`config.mk`:
```
export PLATFORM = sky130hd
export DESIGN_NAME = exec_hazard_ctrl
export DESIGN_NICKNAME = d
export VERILOG_FILES = /design/src/rtl/exec_hazard_ctrl_pkg.sv /design/src/rtl/exec_hazard_ctrl_load_use.sv /design/src/rtl/exec_hazard_ctrl.sv
export SDC_FILE = /design/constraint.sdc
export NUM_CORES = 1
export LEC_CHECK = 0
export CORE_MARGIN = 2
export CORE_UTILIZATION = 49
export DETAILED_ROUTE_END_ITERATION = 10
export HOLD_SLACK_MARGIN = 0.06
export PLACE_DENSITY_LB_ADDON = 0.05
export SLEW_MARGIN = 20
export SYNTH_ARGS = -nofsm -noshare
export SYNTH_HDL_FRONTEND = slang
export SYNTH_SLANG_ARGS = --single-unit
```
`constraint.sdc`:
```
create_clock -name clk -period 2.3 [get_ports clk]
set_clock_uncertainty 0.05 [all_clocks]
set_input_delay 0.46 -clock clk [delete_from_list [all_inputs] [get_ports clk]]
set_output_delay 0.46 -clock clk [all_outputs]
set_load 0.05 [all_outputs]
```
`src/rtl/exec_hazard_ctrl_pkg.sv`:
```
// Shared encodings for the execute-stage hazard controller.
package exec_hazard_ctrl_pkg;
  localparam logic [1:0] MEM_NONE  = 2'b00;
  localparam logic [1:0] MEM_LOAD  = 2'b01;
  localparam logic [1:0] MEM_STORE = 2'b10;

  localparam int REG_W = 5;

  typedef enum logic [1:0] {
    ST_IDLE,
    ST_MEM_WAIT,
    ST_FLUSH
  } state_e;
endpackage

```
`src/rtl/exec_hazard_ctrl_load_use.sv`:
```
// Combinational load-use hazard compare between the execute and decode instructions.
module load_use_detect
  import exec_hazard_ctrl_pkg::*;
(
  input  logic [REG_W-1:0] ex_rd,
  input  logic             ex_is_load,
  input  logic [REG_W-1:0] dec_rs1,
  input  logic [REG_W-1:0] dec_rs2,
  input  logic             dec_uses_rs1,
  input  logic             dec_uses_rs2,
  output logic             hazard
);
  logic rs1_hit, rs2_hit;

  always_comb begin
    rs1_hit = dec_uses_rs1 && (dec_rs1 == ex_rd);
    rs2_hit = dec_uses_rs2 && (dec_rs2 == ex_rd);
    // x0 is never written, so a load to it cannot create a dependency
    hazard  = ex_is_load && (ex_rd != '0) && (rs1_hit || rs2_hit);
  end
endmodule

```
`src/rtl/exec_hazard_ctrl.sv`:
```
// Execute-stage sequencing: memory handshake stalls, redirect flush timing,
// load-use bubbles and a saturating stall-cycle counter.
module exec_hazard_ctrl
  import exec_hazard_ctrl_pkg::*;
#(
  parameter int FLUSH_CYCLES = 2,
  parameter int MEM_TIMEOUT  = 255
) (
  input  logic             clk,
  input  logic             rst,
  input  logic [1:0]       memOp,
  input  logic             memAck,
  input  logic             pcSel,
  input  logic [REG_W-1:0] exRd,
  input  logic             exIsLoad,
  input  logic [REG_W-1:0] decRs1,
  input  logic [REG_W-1:0] decRs2,
  input  logic             decUsesRs1,
  input  logic             decUsesRs2,
  output logic             memReq,
  output logic             holdEX,
  output logic             holdFD,
  output logic             bubble,
  output logic             flushFD,
  output logic             memErr,
  output logic [31:0]      stallCycles
);
  localparam int              TO_W       = $clog2(MEM_TIMEOUT + 1);
  localparam logic [2:0]      FLUSH_INIT = 3'(FLUSH_CYCLES - 1);
  localparam logic [TO_W-1:0] TO_LIMIT   = TO_W'(MEM_TIMEOUT);

  state_e            state_q, state_d;
  logic [2:0]        flush_cnt_q, flush_cnt_d;
  logic [TO_W-1:0]   to_cnt_q, to_cnt_d;
  logic              mem_err_q, mem_err_d;
  logic [31:0]       stall_q, stall_d;
  logic              mem_pend, hazard;

  load_use_detect u_lud (
    .ex_rd        (exRd),
    .ex_is_load   (exIsLoad),
    .dec_rs1      (decRs1),
    .dec_rs2      (decRs2),
    .dec_uses_rs1 (decUsesRs1),
    .dec_uses_rs2 (decUsesRs2),
    .hazard       (hazard)
  );

  assign mem_pend = (memOp == MEM_LOAD) || (memOp == MEM_STORE);

  always_comb begin
    state_d     = state_q;
    flush_cnt_d = flush_cnt_q;
    to_cnt_d    = to_cnt_q;
    mem_err_d   = mem_err_q;
    memReq      = 1'b0;
    holdEX      = 1'b0;
    holdFD      = 1'b0;
    bubble      = 1'b0;
    flushFD     = 1'b0;
    case (state_q)
      ST_IDLE: begin
        if (mem_pend) begin
          memReq = 1'b1;
          if (!memAck) begin
            holdEX   = 1'b1;
            holdFD   = 1'b1;
            to_cnt_d = '0;
            state_d  = ST_MEM_WAIT;
          end
        end else if (pcSel) begin
          flushFD = 1'b1;
          if (FLUSH_CYCLES > 1) begin
            flush_cnt_d = FLUSH_INIT;
            state_d     = ST_FLUSH;
          end
        end else if (hazard) begin
          holdFD = 1'b1;
          bubble = 1'b1;
        end
      end
      ST_MEM_WAIT: begin
        if (memAck) begin
          memReq  = 1'b1;
          state_d = ST_IDLE;
        end else if (to_cnt_q == TO_LIMIT) begin
          // abandon: request dropped and holds released in this cycle
          mem_err_d = 1'b1;
          state_d   = ST_IDLE;
        end else begin
          memReq   = 1'b1;
          holdEX   = 1'b1;
          holdFD   = 1'b1;
          to_cnt_d = to_cnt_q + 1'b1;
        end
      end
      ST_FLUSH: begin
        flushFD     = 1'b1;
        flush_cnt_d = flush_cnt_q - 3'd1;
        if (flush_cnt_q <= 3'd1) state_d = ST_IDLE;
      end
      default: state_d = ST_IDLE;
    endcase
    stall_d = (holdFD && (stall_q != 32'hFFFF_FFFF)) ? stall_q + 32'd1 : stall_q;
  end

  always_ff @(posedge clk) begin
    if (rst) begin
      state_q     <= ST_IDLE;
      flush_cnt_q <= '0;
      to_cnt_q    <= '0;
      mem_err_q   <= 1'b0;
      stall_q     <= '0;
    end else begin
      state_q     <= state_d;
      flush_cnt_q <= flush_cnt_d;
      to_cnt_q    <= to_cnt_d;
      mem_err_q   <= mem_err_d;
      stall_q     <= stall_d;
    end
  end

  assign memErr      = mem_err_q;
  assign stallCycles = stall_q;
endmodule

```
==> results_dict.tcl, run 1 <==
set metrics [dict create \
    clock_sinks 46 \
    overflow 0 \
    wl_met3_um 316 \
    startpoint_type "input port" \
    vias 2390 \
    crit_type "in -> out" \
    io_pins 62 \
    first_iter_violations 124 \
    core_um2 4750 \
    drive_gt1_frac 0.247 \
    highest-signal-layer "met4" \
    clkTransAtPathRegs_ns 0.08 \
    cts_buffers 5 \
    clk-insertion-delay-late_ns 0.30 \
    hold_viol 0 \
    clock_tree.root_cell "clkbuf_8" \
    finalSetupViolations 1 \
    muxShareOfSynthArea 0.00409 \
    maxSlewHeadroom 0.635 \
    comb_power_share 0.230 \
    p_sw_frac 0.280 \
    place.gp.congestion 0.831 \
    synthSimpleGateAreaFrac 0.329 \
    syn_to_final_growth_pct 51.6 \
    synth_ff_type "dfxtp_1" \
    ant_nets 0 \
    final_nets 407 \
    ir_worst_vdd_uv 414 \
    max_cap_violations 0 \
    synth_warnings 0 \
    rrSetupSlack_ns 0.11 \
    die-area_um2 5570 \
    critical_path_arrival_ns 1.83 \
    pre_cts_slack_ns -0.516 \
    synth_xor_area_frac 0.164 \
    p_switching_mw 0.518 \
    wl_met2_mm 3.26 \
    diodes 0 \
    synth_edf_count 0 \
    fmax_mhz 427 \
    cts_hold_buf 0 \
    run_status "finished with violations" \
    stdcell_count 447 \
    fin_crit_sh 1.02 \
    initial_utilization 0.514 \
    cts-htree-levels 2 \
    end_kind "output port" \
    pwr-share-seq 0.449 \
    worst_slack_ns -0.0418 \
    via_per_inst 5.35 \
    hold_class "reg -> reg" \
    grt_pass1_wl_mm 9.96 \
    worstRegToRegCells 7 \
    failed_checks "negative setup slack" \
    cts_tree "built" \
    min_to "memErr" \
    cp_max_fo 2 \
    p_leak_nw 1.35 \
    drv_slew 0 \
    wl_met1_mm 2.65 \
    synth.yosys.seq_area_share 0.376 \
    grt_max_degree 40 \
    place_inst 433 \
    rsz0062_at_grt "yes" \
    routed_wl_mm 6.31 \
    required_ns 1.79 \
    yosys.area_share.adder 0.0205 \
    yosysUniqueCellTypes 43 \
    final.min_clock_period_ns 2.34 \
    clkPwrFrac 0.322 \
    hold_path.startpoint "memErr" \
    rows 25 \
    syn_area_per_cell_um2 8.49 \
    wl_per_cell_um 14.1 \
    synth_top_family_by_area "simple AND/OR/NAND/NOR gates" \
    synth-compound-area-share 0.0721 \
    reg2reg_to "stallCycles[31]" \
    grt_pass1_vias 2191 \
    hpwlAfterDp_mm 4.25 \
    post-route-drc-count 0 \
    tightest_slew_ns 0.546 \
    whs_ns 0.463 \
    firstDrtPassIters 4 \
    synthCells 288 \
    p_per_area_nw_per_um2 500 \
    antenna_found_initial 0 \
    synth_fp_nets 316 \
    die_x_um 74.7 \
    fp.dieH_um 74.7 \
    power.total_mw 1.85 \
    ys_ff_latch 46 \
    r2r_start "stallCycles[2]" \
    hold_path_depth 2 \
    track_usage 0.230 \
    synth_area_um2 2450 \
    port_buffers 61 \
    clock_path_buffers 2 \
    postSynth.asyncResetShare 0 \
    p_int_mw 1.33 \
]
[cells by family after synthesis]
kind of cell / after synthesis
buffers and inverters: 17
xor gates and xnor gates: 45
DFF: 46
adders and majority gates: 4
AOI/OAI and AO/OA: 26
and+or+nand+nor: 149
muxes: 1
[state kept, by name, indices dropped and copies added, names as in the netlist]
name and cells:
state_q 2, stallCycles 32, flush_cnt_q 3, memErr 1, to_cnt_q 8
[cell usage after synthesis (2+ instances only)]
library cell,number,area (µm²)
and2_1,3,18.8
clkbuf_1,2,7.51
nor3_1,20,100
buf_2,5,25.0
a211oi_1,2,15.0
nand3_1,12,60.1
dfxtp_1,46,921
and4_1,4,35.0
xnor2_1,40,350
nor3b_1,4,30.0
and3_1,4,25.0
nand2_1,18,67.6
inv_1,6,22.5
nand4_1,13,81.3
nand2b_1,3,18.8
nor2b_1,2,12.5
nor4_1,2,12.5
o21ai_0,7,35.0
ha_1,4,50.1
xor2_1,4,35.0
or3_1,5,31.3
nor2_1,49,184
a21oi_1,8,40.0
nor4_2,5,62.6
buf_1,2,7.51
[power groups by stage]
stage,registers [mW],logic (mW),clock network (mW)
after floorplan,0.862,0.201,0
after global placement,0.845,0.387,0
after detailed placement,0.846,0.392,0
after CTS,0.829,0.416,0.602
after global routing,0.834,0.456,0.634
final,0.831,0.425,0.596
[worst max-delay path, stage by stage]
cell        delay (ns)
buf_2             0.10
or3_1             0.39
o311a_1           0.39
a21oi_4           0.21
clkinvlp_4        0.12
buf_8             0.15
[metrics by stage]
step / TNS [ns] / area (µm²) / util
finish: -0.0418 / 3710 / 0.780
global route: -0.201 / 3710 / 0.780
CTS: -0.0332 / 3600 / 0.758
detailed placement: -14.23 / 3420 / 0.719
global placement: -12.01 / 3420 / 0.719
floorplan: -1.24 / 2530 / -
[layout make-up]
class / instances / area (µm²)
clock buffer: 7 / 76.3
clock inverter: 1 / 30.0
timing repair buffer: 95 / 917
tap: 67 / 83.8
multi-input combinational: 225 / 1630
sequential: 46 / 940
fill: 347 / 1050
inverter: 6 / 26.3
[worst max path at each step]
stage | endpoint | depth (start not counted) | from
floorplan | holdFD | 6 | memOp[1]
global placement | stallCycles[3] | 9 | memOp[1]
detailed placement | stallCycles[3] | 9 | memOp[1]
CTS | holdFD | 7 | to_cnt_q[1]
global route | holdFD | 7 | to_cnt_q[0]
finish | holdFD | 6 | exRd[1]
[routing by layer]
layer,track usage,vias up
met2,0.407,54
met3,0.0589,9
met5,0,-
li1,-,1181
met1,0.278,1146
met4,0.0655,0
[placed cells by master (no fill, tap or decap), types with 3 or more instances in the layout]
cell type / instances
nand3_1: 11
o21ai_0: 7
clkdlybuf4s50_1: 41
buf_2: 3
ha_1: 3
clkbuf_8: 5
nand4_1: 13
a21oi_1: 8
nor4_4: 6
nand2_1: 18
and4_1: 4
xnor2_1: 39
dlymetal6s2s_1: 6
or3_1: 5
nor2_1: 47
inv_1: 5
dfxtp_1: 31
xor2_1: 4
buf_12: 5
dlygate4sd2_1: 4
nor3_2: 4
buf_4: 32
dfxtp_2: 15
nor3_1: 15
and3_1: 4
[repair_timing]
item	CTS	global route
buffers inserted	5	2
pin swaps	11	11
gates resized for setup	30	28
endpoints found under the setup margin	34	23
No activity file was read; power rests on OpenSTA's default activity.
==> run 2, diff against run 1 <==
--- a/config.mk
+++ b/config.mk
@@ -5,11 +5,12 @@
 export SDC_FILE = /design/constraint.sdc
 export NUM_CORES = 1
 export LEC_CHECK = 0
+export CORE_ASPECT_RATIO = 0.7
 export CORE_MARGIN = 2
 export CORE_UTILIZATION = 49
 export DETAILED_ROUTE_END_ITERATION = 10
 export HOLD_SLACK_MARGIN = 0.06
-export PLACE_DENSITY_LB_ADDON = 0.05
+export PLACE_DENSITY = 0.8
 export SLEW_MARGIN = 20
 export SYNTH_ARGS = -nofsm -noshare
 export SYNTH_HDL_FRONTEND = slang
==> results_dict.tcl, run 2 (synthesis results as in run 1) <==
set metrics [dict create \
    run_status "finished with violations" \
    failed_checks "negative setup slack" \
    largest_reg_flops 32 \
    fp.dieH_um 63.1 \
    vias 2400 \
    tightest_slew_ns 0.531 \
    core_um2 4780 \
    whs_ns 0.447 \
    ir_worst_vdd_uv 297 \
    cts_buffers 5 \
    finalSetupViolations 1 \
    maxSlewHeadroom 0.645 \
    initial_utilization 0.512 \
    routed_wl_mm 6.46 \
    via_per_inst 5.29 \
    critical-path-top-delay-family "compound AO/OA/AOI/OAI gates" \
    p_per_area_nw_per_um2 481 \
    path_cells "buf_2 -> or3_1 -> o311a_1 -> a21oi_4 -> clkinvlp_4 -> buf_8" \
    antenna_found_initial 0 \
    max_stage_delay_ns 0.40 \
    clkTransAtPathRegs_ns 0.09 \
    final_common_cell "nor2_1" \
    clock_path_buffers 2 \
    cts-htree-levels 2 \
    overflow 0 \
    startpoint_type "input port" \
    fin_crit_sh 1.02 \
    cp_num_buf_inv 3 \
    grt_max_degree 19 \
    grt_pass1_wl_mm 10.7 \
    post-route-drc-count 0 \
    final_nets 412 \
    p_leak_nw 1.35 \
    crit_type "in -> out" \
    wl_per_cell_um 14.2 \
    hold_class "reg -> reg" \
    worst_slack_ns -0.0483 \
    ant_nets 0 \
    grt_pass1_vias 2329 \
    cts_tree "built" \
    final.min_clock_period_ns 2.35 \
    port_buffers 61 \
    fmax_mhz 426 \
    power.total_mw 1.79 \
    io_pins 62 \
    clock_sinks 46 \
    final_cell_mix "48 x nor2_1, 44 x clkdlybuf4s50_1, 40 x xnor2_1" \
    clock_tree.root_cell "clkbuf_8" \
    end_kind "output port" \
    diodes 0 \
    tns_ns -0.0483 \
    die-area_um2 5580 \
    drv_slew 0 \
    hpwlAfterDp_mm 4.64 \
    crit_path_top_delay_cell "o311a_1" \
    clk-insertion-delay-late_ns 0.30 \
    cts_hold_buf 0 \
    place.gp.congestion 0.804 \
    max_cap_violations 0 \
    cp_max_fo 2 \
    rows 21 \
    rsz0062_at_grt "yes" \
    firstDrtPassIters 4 \
    first_iter_violations 121 \
    drive_gt1_frac 0.255 \
    syn_to_final_growth_pct 51.8 \
    die_x_um 88.5 \
    track_usage 0.240 \
    critical_path_arrival_ns 1.84 \
    required_ns 1.79 \
    hold_viol 0 \
]
[run 2: timing repair]
item	4_1_cts	5_1_grt
resized for setup	29	27
setup endpoints to repair	37	37
pin swaps	9	20
setup buffers	8	4
[run 2: cell type report]
class | instances | area, µm²
Inverter | 6 | 26.3
Sequential cell | 46 | 946
Multi-Input combinational cell | 225 | 1600
Timing Repair Buffer | 100 | 957
Tap cell | 69 | 86.3
Clock inverter | 2 | 12.5
Clock buffer | 6 | 82.6
Fill cell | 334 | 1070
[run 2: routing by layer]
layer	track usage	up-vias	wire length, µm
li1	-	1198	-
met1	0.333	1155	3080
met2	0.390	40	3170
met3	0.0354	7	153
met4	0.0663	0	56
met5	0	-	0
[run 2: worst register-to-register path: cells and delay by family (launching register included)]
| family | cells | cell delay [ns] |
|---|---|---|
| flip-flops | 1 | 0.40 |
| AO/OA/AOI/OAI | 2 | 0.38 |
| AND/OR/NAND/NOR | 5 | 1.30 |
[run 2: worst paths after layout]
kind                   start         endpoint  slack, ns  cells past startpoint
min reg2reg           memErr           memErr       0.45                      2
max reg2reg  stallCycles[19]  stallCycles[31]       0.13                      7
min                   memErr           memErr       0.45                      2
max                  exRd[1]           holdFD      -0.05                      6
[run 2: power by group]
part	internal [mW]	switching [mW]
Sequential	0.812	0.0206
Clock	0.242	0.279
Combinational	0.204	0.230
[run 2: metrics by stage]
step	utilization	setup slack [ns]	cells	area (µm²)
2_1_floorplan	-	-0.144	288	2530
3_3_place_gp	0.717	-0.372	436	3430
3_5_place_dp	0.717	-0.454	436	3430
4_1_cts	0.757	-0.0405	452	3620
5_1_grt	0.776	-0.0792	454	3710
6_report	0.776	-0.0483	454	3710
